**config.mk**
```make
export PLATFORM = sky130hd
export DESIGN_NAME = fir_serial_mac
export DESIGN_NICKNAME = d
export VERILOG_FILES = /design/src/rtl/fir_serial_mac.sv
export SDC_FILE = /design/constraint.sdc
export NUM_CORES = 1
export LEC_CHECK = 0
export ABC_AREA = 1
export CORE_ASPECT_RATIO = 1.75
export CORE_UTILIZATION = 55
export DETAILED_ROUTE_END_ITERATION = 10
export HOLD_SLACK_MARGIN = 0.02
export PLACE_DENSITY = 0.71
export RECOVER_POWER = 100
export SLEW_MARGIN = 40
export SYNTH_ARGS = -nofsm -noshare
export SYNTH_HDL_FRONTEND = slang
export SYNTH_SLANG_ARGS = --single-unit
```
**constraint.sdc**
```tcl
create_clock -name clk -period 5.95 [get_ports clk]
set_input_delay 0.8925 -clock clk [delete_from_list [all_inputs] [get_ports clk]]
set_output_delay 0.8925 -clock clk [all_outputs]
set_load 0.01 [all_outputs]
```
**src/rtl/fir_serial_mac.sv**
```systemverilog
// fir_serial_mac: single-multiplier FIR filter.
// Each accepted sample enters a NUM_OF_TAPS-deep delay line. One multiply-accumulate
// then runs per cycle, and the full-precision y[n] is presented with a one-cycle
// out_valid pulse. The coefficients can be written at runtime while the block is idle.
module fir_serial_mac #(
   parameter int NUM_OF_TAPS = 8,
   parameter int INPUT_WIDTH = 8,
   parameter int COEF_WIDTH  = 8,
   localparam int MULTIPLIED_WIDTH = INPUT_WIDTH + COEF_WIDTH,
   localparam int ADDR_WIDTH       = $clog2(NUM_OF_TAPS),
   localparam int RESULT_WIDTH     = MULTIPLIED_WIDTH + ADDR_WIDTH
) (
   input  logic                           clk,
   input  logic                           rst,
   input  logic signed [INPUT_WIDTH-1:0]  input_data,
   input  logic                           in_valid,
   output logic                           in_ready,
   input  logic signed [COEF_WIDTH-1:0]   coef_data,
   input  logic [ADDR_WIDTH-1:0]          coef_addr,
   input  logic                           coef_we,
   output logic signed [RESULT_WIDTH-1:0] result,
   output logic                           out_valid
);

   localparam int AW1 = ADDR_WIDTH + 1;
   localparam logic [ADDR_WIDTH-1:0] LAST_TAP  = ADDR_WIDTH'(NUM_OF_TAPS - 1);
   localparam logic [ADDR_WIDTH:0]   TAP_COUNT = AW1'(NUM_OF_TAPS);

   typedef enum logic {IDLE, MAC} state_t;

   state_t                          state_q, state_d;
   logic signed [INPUT_WIDTH-1:0]   data_q [NUM_OF_TAPS];
   logic signed [COEF_WIDTH-1:0]    coef_q [NUM_OF_TAPS];
   logic [ADDR_WIDTH-1:0]           cnt_q, cnt_d;
   logic signed [RESULT_WIDTH-1:0]  acc_q, acc_d;
   logic signed [RESULT_WIDTH-1:0]  result_q, result_d;
   logic                            out_valid_q, out_valid_d;
   logic                            accept;
   logic                            coef_wr;
   logic signed [MULTIPLIED_WIDTH-1:0] prod;
   logic signed [RESULT_WIDTH-1:0]  acc_sum;

   // in_ready drops while reset is held, so nothing is handshaken during reset.
   assign in_ready  = (state_q == IDLE) && !rst;
   assign result    = result_q;
   assign out_valid = out_valid_q;

   // Coefficient writes land only while idle and only for an existing tap. Widening
   // the address by one bit keeps the bound check meaningful for any filter length.
   assign coef_wr = coef_we && (state_q == IDLE) && ({1'b0, coef_addr} < TAP_COUNT);

   // Single shared multiplier. Both operands are sign-extended to the full
   // product width first, so no bits of the product are lost.
   assign prod    = MULTIPLIED_WIDTH'(data_q[cnt_q]) * MULTIPLIED_WIDTH'(coef_q[cnt_q]);
   assign acc_sum = acc_q + RESULT_WIDTH'(prod);

   // Next-state logic: accept a sample in IDLE, then run one MAC per cycle through all taps.
   always_comb begin
      state_d     = state_q;
      cnt_d       = cnt_q;
      acc_d       = acc_q;
      result_d    = result_q;
      out_valid_d = 1'b0;
      accept      = 1'b0;
      unique case (state_q)
         IDLE: begin
            if (in_valid && in_ready) begin
               accept  = 1'b1;
               acc_d   = '0;
               cnt_d   = '0;
               state_d = MAC;
            end
         end
         MAC: begin
            acc_d = acc_sum;
            cnt_d = cnt_q + 1'b1;
            if (cnt_q == LAST_TAP) begin
               // The last product goes straight into result, so the accumulator
               // never has to be read back one extra cycle.
               result_d    = acc_sum;
               out_valid_d = 1'b1;
               cnt_d       = '0;
               state_d     = IDLE;
            end
         end
         default: state_d = IDLE;
      endcase
   end

   // FSM state register; a reset mid-computation drops the pending output.
   always_ff @(posedge clk or posedge rst) begin
      if (rst) state_q <= IDLE;
      else     state_q <= state_d;
   end

   // Accumulator, tap counter and the held output.
   always_ff @(posedge clk or posedge rst) begin
      if (rst) begin
         cnt_q       <= '0;
         acc_q       <= '0;
         result_q    <= '0;
         out_valid_q <= 1'b0;
      end else begin
         cnt_q       <= cnt_d;
         acc_q       <= acc_d;
         result_q    <= result_d;
         out_valid_q <= out_valid_d;
      end
   end

   // Sample delay line: data_q[0] is the newest sample, and the line shifts once per accepted sample.
   always_ff @(posedge clk or posedge rst) begin
      if (rst) begin
         for (int k = 0; k < NUM_OF_TAPS; k++) data_q[k] <= '0;
      end else if (accept) begin
         for (int k = NUM_OF_TAPS - 1; k > 0; k--) data_q[k] <= data_q[k-1];
         data_q[0] <= input_data;
      end
   end

   // Coefficient store. A write on the acceptance edge is seen by that sample's MAC.
   always_ff @(posedge clk or posedge rst) begin
      if (rst) begin
         for (int k = 0; k < NUM_OF_TAPS; k++) coef_q[k] <= '0;
      end else if (coef_wr) begin
         coef_q[coef_addr] <= coef_data;
      end
   end

endmodule

```
==> out/qor.csv <==
stage,metric,value,unit
cts,clock sink count,171,
cts,hold_buf cts,0,
cts,Max Buffers Root-to-Sink,2,
run_status,failing checks,"capacitance limit, slew limit",
placed_design,DP Worst Slack,320,ps
placed_design,hpwl dp,19500,µm
worst_setup_path,critical path type,reg -> reg,
sta,Layout Skew,9.80,ps
layout,final instance area,12300,µm²
sta,count of final max-slew check failures,298,
sta,minimum clock period,5620,ps
synthesis,share of the yosys chip area belonging to registers,38.5,%
synthesis,ys flop type,dfrtp_1,
die,Die Y,190,µm
synthesis,post-synth cell types,35,
worst_setup_path,CP Data Required Time,6270,ps
sta,Setup Total Neg Slack,0,ps
detailed_routing,drt first pass iters,5,
cts,clk_lat worst skew,430,ps
cts,CTS tree,built,
die,Placeable Area,19700,µm²
grt,initial antenna violation count,0,
die,Die Wd,109,µm
sta,Tcrit/Tclk final,94.5,%
synthesis,cells after synthesis,1317,
layout,Post-Layout Cell Count,1617,
worst_setup_path,worst path arrival time,5940,ps
layout,"commonest non-fill, non-tap cell in the layout",nand2_1,
sta,f_max,0.178,GHz
worst_setup_path,Critical Path Start Type,flop,
layout,most frequent cells in the layout,"nand2_1 (289), o21ai_0 (191), inv_1 (180)",
detailed_routing,DRT iter0 DRCs,430,
sta,Final setup violation count,0,
layout,synthesis-to-finish area growth,11.1,%
layout,n_diodes,0,
run_status,status,"complete, but fails checks",
detailed_routing,Routed WL,26700,µm
die,DIE AREA,20800,µm²
layout,Nets,1513,
detailed_routing,WL/cell,16.5,µm
cts,CTS root buffer,clkbuf_16,
hold_path,HP Class,reg -> reg,
sta,Hold Fails Final Rpt,0,
die,IO Pins,44,
detailed_routing,vias per cell,5.43,
synthesis,Syn Area/Cell,8.44,µm²
die,# rows,68,
layout,layout cells sized above 1,7.87,%
grt,grt total ovfl,0,
cts,Num CTS Buffers,17,
detailed_routing,post-route ant nets,0,
cts,Max H-tree Level,4,
placed_design,port buffer count,43,
placed_design,post-place instance area,11900,µm²
sta,setup slack after layout,329,ps
sta,Slew headroom,-80.6,%
grt,largest net degree at the start of global routing,73,
grt,vias in the first global route,8953,
grt,first-pass GRT wire length,43900,µm
placed_design,Final Wtd Congestion,1.02,
placed_design,dpl cells,1584,
synthesis,Syn Nets,1470,
detailed_routing,Residual DRC,0,
cts,Clock Pin Slew Worst Setup and Hold Paths,70,ps
grt,GRT Total Usage,27.9,%
worst_setup_path,crit path max fanout,25,
synthesis,Post-synth EDFFs,0,
detailed_routing,vias,8785,
sta,RSZ-0062 raised after global routing,no,
synthesis,yosys warns,0,
sta,Slew @ Worst Pin,2690,ps
flow_run,MaxCap Viol Count,8,
worst_setup_path,Worst Setup End Kind,flop,
synthesis,Yosys reg bits,171,
synthesis,cell area after synthesis,11100,µm²
die,Starting Density,56.3,%
synthesis,asr flop ratio synth,100,%
-- path summary, 6_finish.rpt --
check | end | depth (start not counted) | slack (ps) | startpoint
max in group asynchronous | acc_q[13] | 3 | 1440 | rst
min | coef_q[15] | 2 | 480 | coef_q[15]
max reg2reg | result[11] | 24 | 330 | cnt_q[0]
max | result[11] | 24 | 330 | cnt_q[0]
min in group asynchronous | data_q[50] | 2 | 1690 | rst
min reg2reg | coef_q[15] | 2 | 480 | coef_q[15]
-- stage by stage --
| step | util, % | hold slack (ps) |
|---|---|---|
| after detailed placement | 60.1 | 466 |
| after global placement | 60.1 | 462 |
| after global routing | 62.6 | 489 |
| after CTS | 62.9 | 485 |
| after floorplan | - | 448 |
| final | 62.6 | 484 |
-- registers in the layout, summed over array words and instances, names as in the netlist --
register	count
result	19
out_valid	1
acc_q	19
state_q	1
coef_q	64
cnt_q	3
data_q	64
-- cell families after synthesis --
logic type	Yosys count	share of synthesized area (%)
AND/OR/NAND/NOR	467	17.2
buffers and inverters	251	9.32
XOR/XNOR	5	0.394
AO/OA/AOI/OAI	293	14.2
adder cells (fa/ha/maj)	130	20.3
flip-flops	171	38.5
-- final cells by class --
type                       count  area, µm²
inverter                     201        758
sequential                   171       4280
fill                        1743       7390
tap                          245        307
multi-input combinational    895       5730
clock buffer                  18        439
clock inverter                13        119
timing repair buffer          74        713
-- per-layer routing --
layer  up-vias  GRT usage (%)  routed length (µm)
met5         -              0                   0
met2       166           50.8               14600
li1       4232              -                   -
met4         0           13.9                1290
met1      4318           31.0               10000
met3        69           3.94                 734
-- worst max-delay path, stage by stage (launching register included) --
cell and delay [ps]:
dfrtp_2 450, inv_4 150, buf_12 190, nor2_1 50
o21ai_0 170, inv_1 90, o21ai_4 210, clkbuf_1 200
nand2_1 90, fa_1 490, inv_1 50, fa_1 500
inv_1 50, fa_1 490, inv_1 60, fa_1 440
fa_1 410, ha_1 350, a21oi_1 260, nor2_1 80
nor2_1 80, nand2_1 100, or2_2 300, nand3_1 140
nand2_1 70
-- cells in the mapped netlist (4+ instances only) --
library cell  instances  area (µm²)
fa_1                 84        1680
ha_1                 46         576
or2_2                 4        25.0
nand4_1               4        25.0
inv_1               178         668
nor2_1              119         447
a21oi_1              50         250
o22ai_1              15        93.8
o21ai_2              12         105
clkbuf_1             12        45.0
o21ai_1              18        90.1
nand2_1             289        1080
buf_2                28         140
nand3_2               4        40.0
buf_4                 5        37.5
dfrtp_1             171        4280
o21ai_0             186         931
xnor2_1               4        35.0
inv_2                22        82.6
buf_6                 5        56.3
nand3_1              35         175
-- what timing repair did --
action	4_1_cts	5_1_grt
resized for setup	0	2
setup endpoints to repair	0	4
buffers inserted	0	2
Power is not shown: default switching activity piles up to over one toggle a cycle in this logic, so the estimate is an artifact.
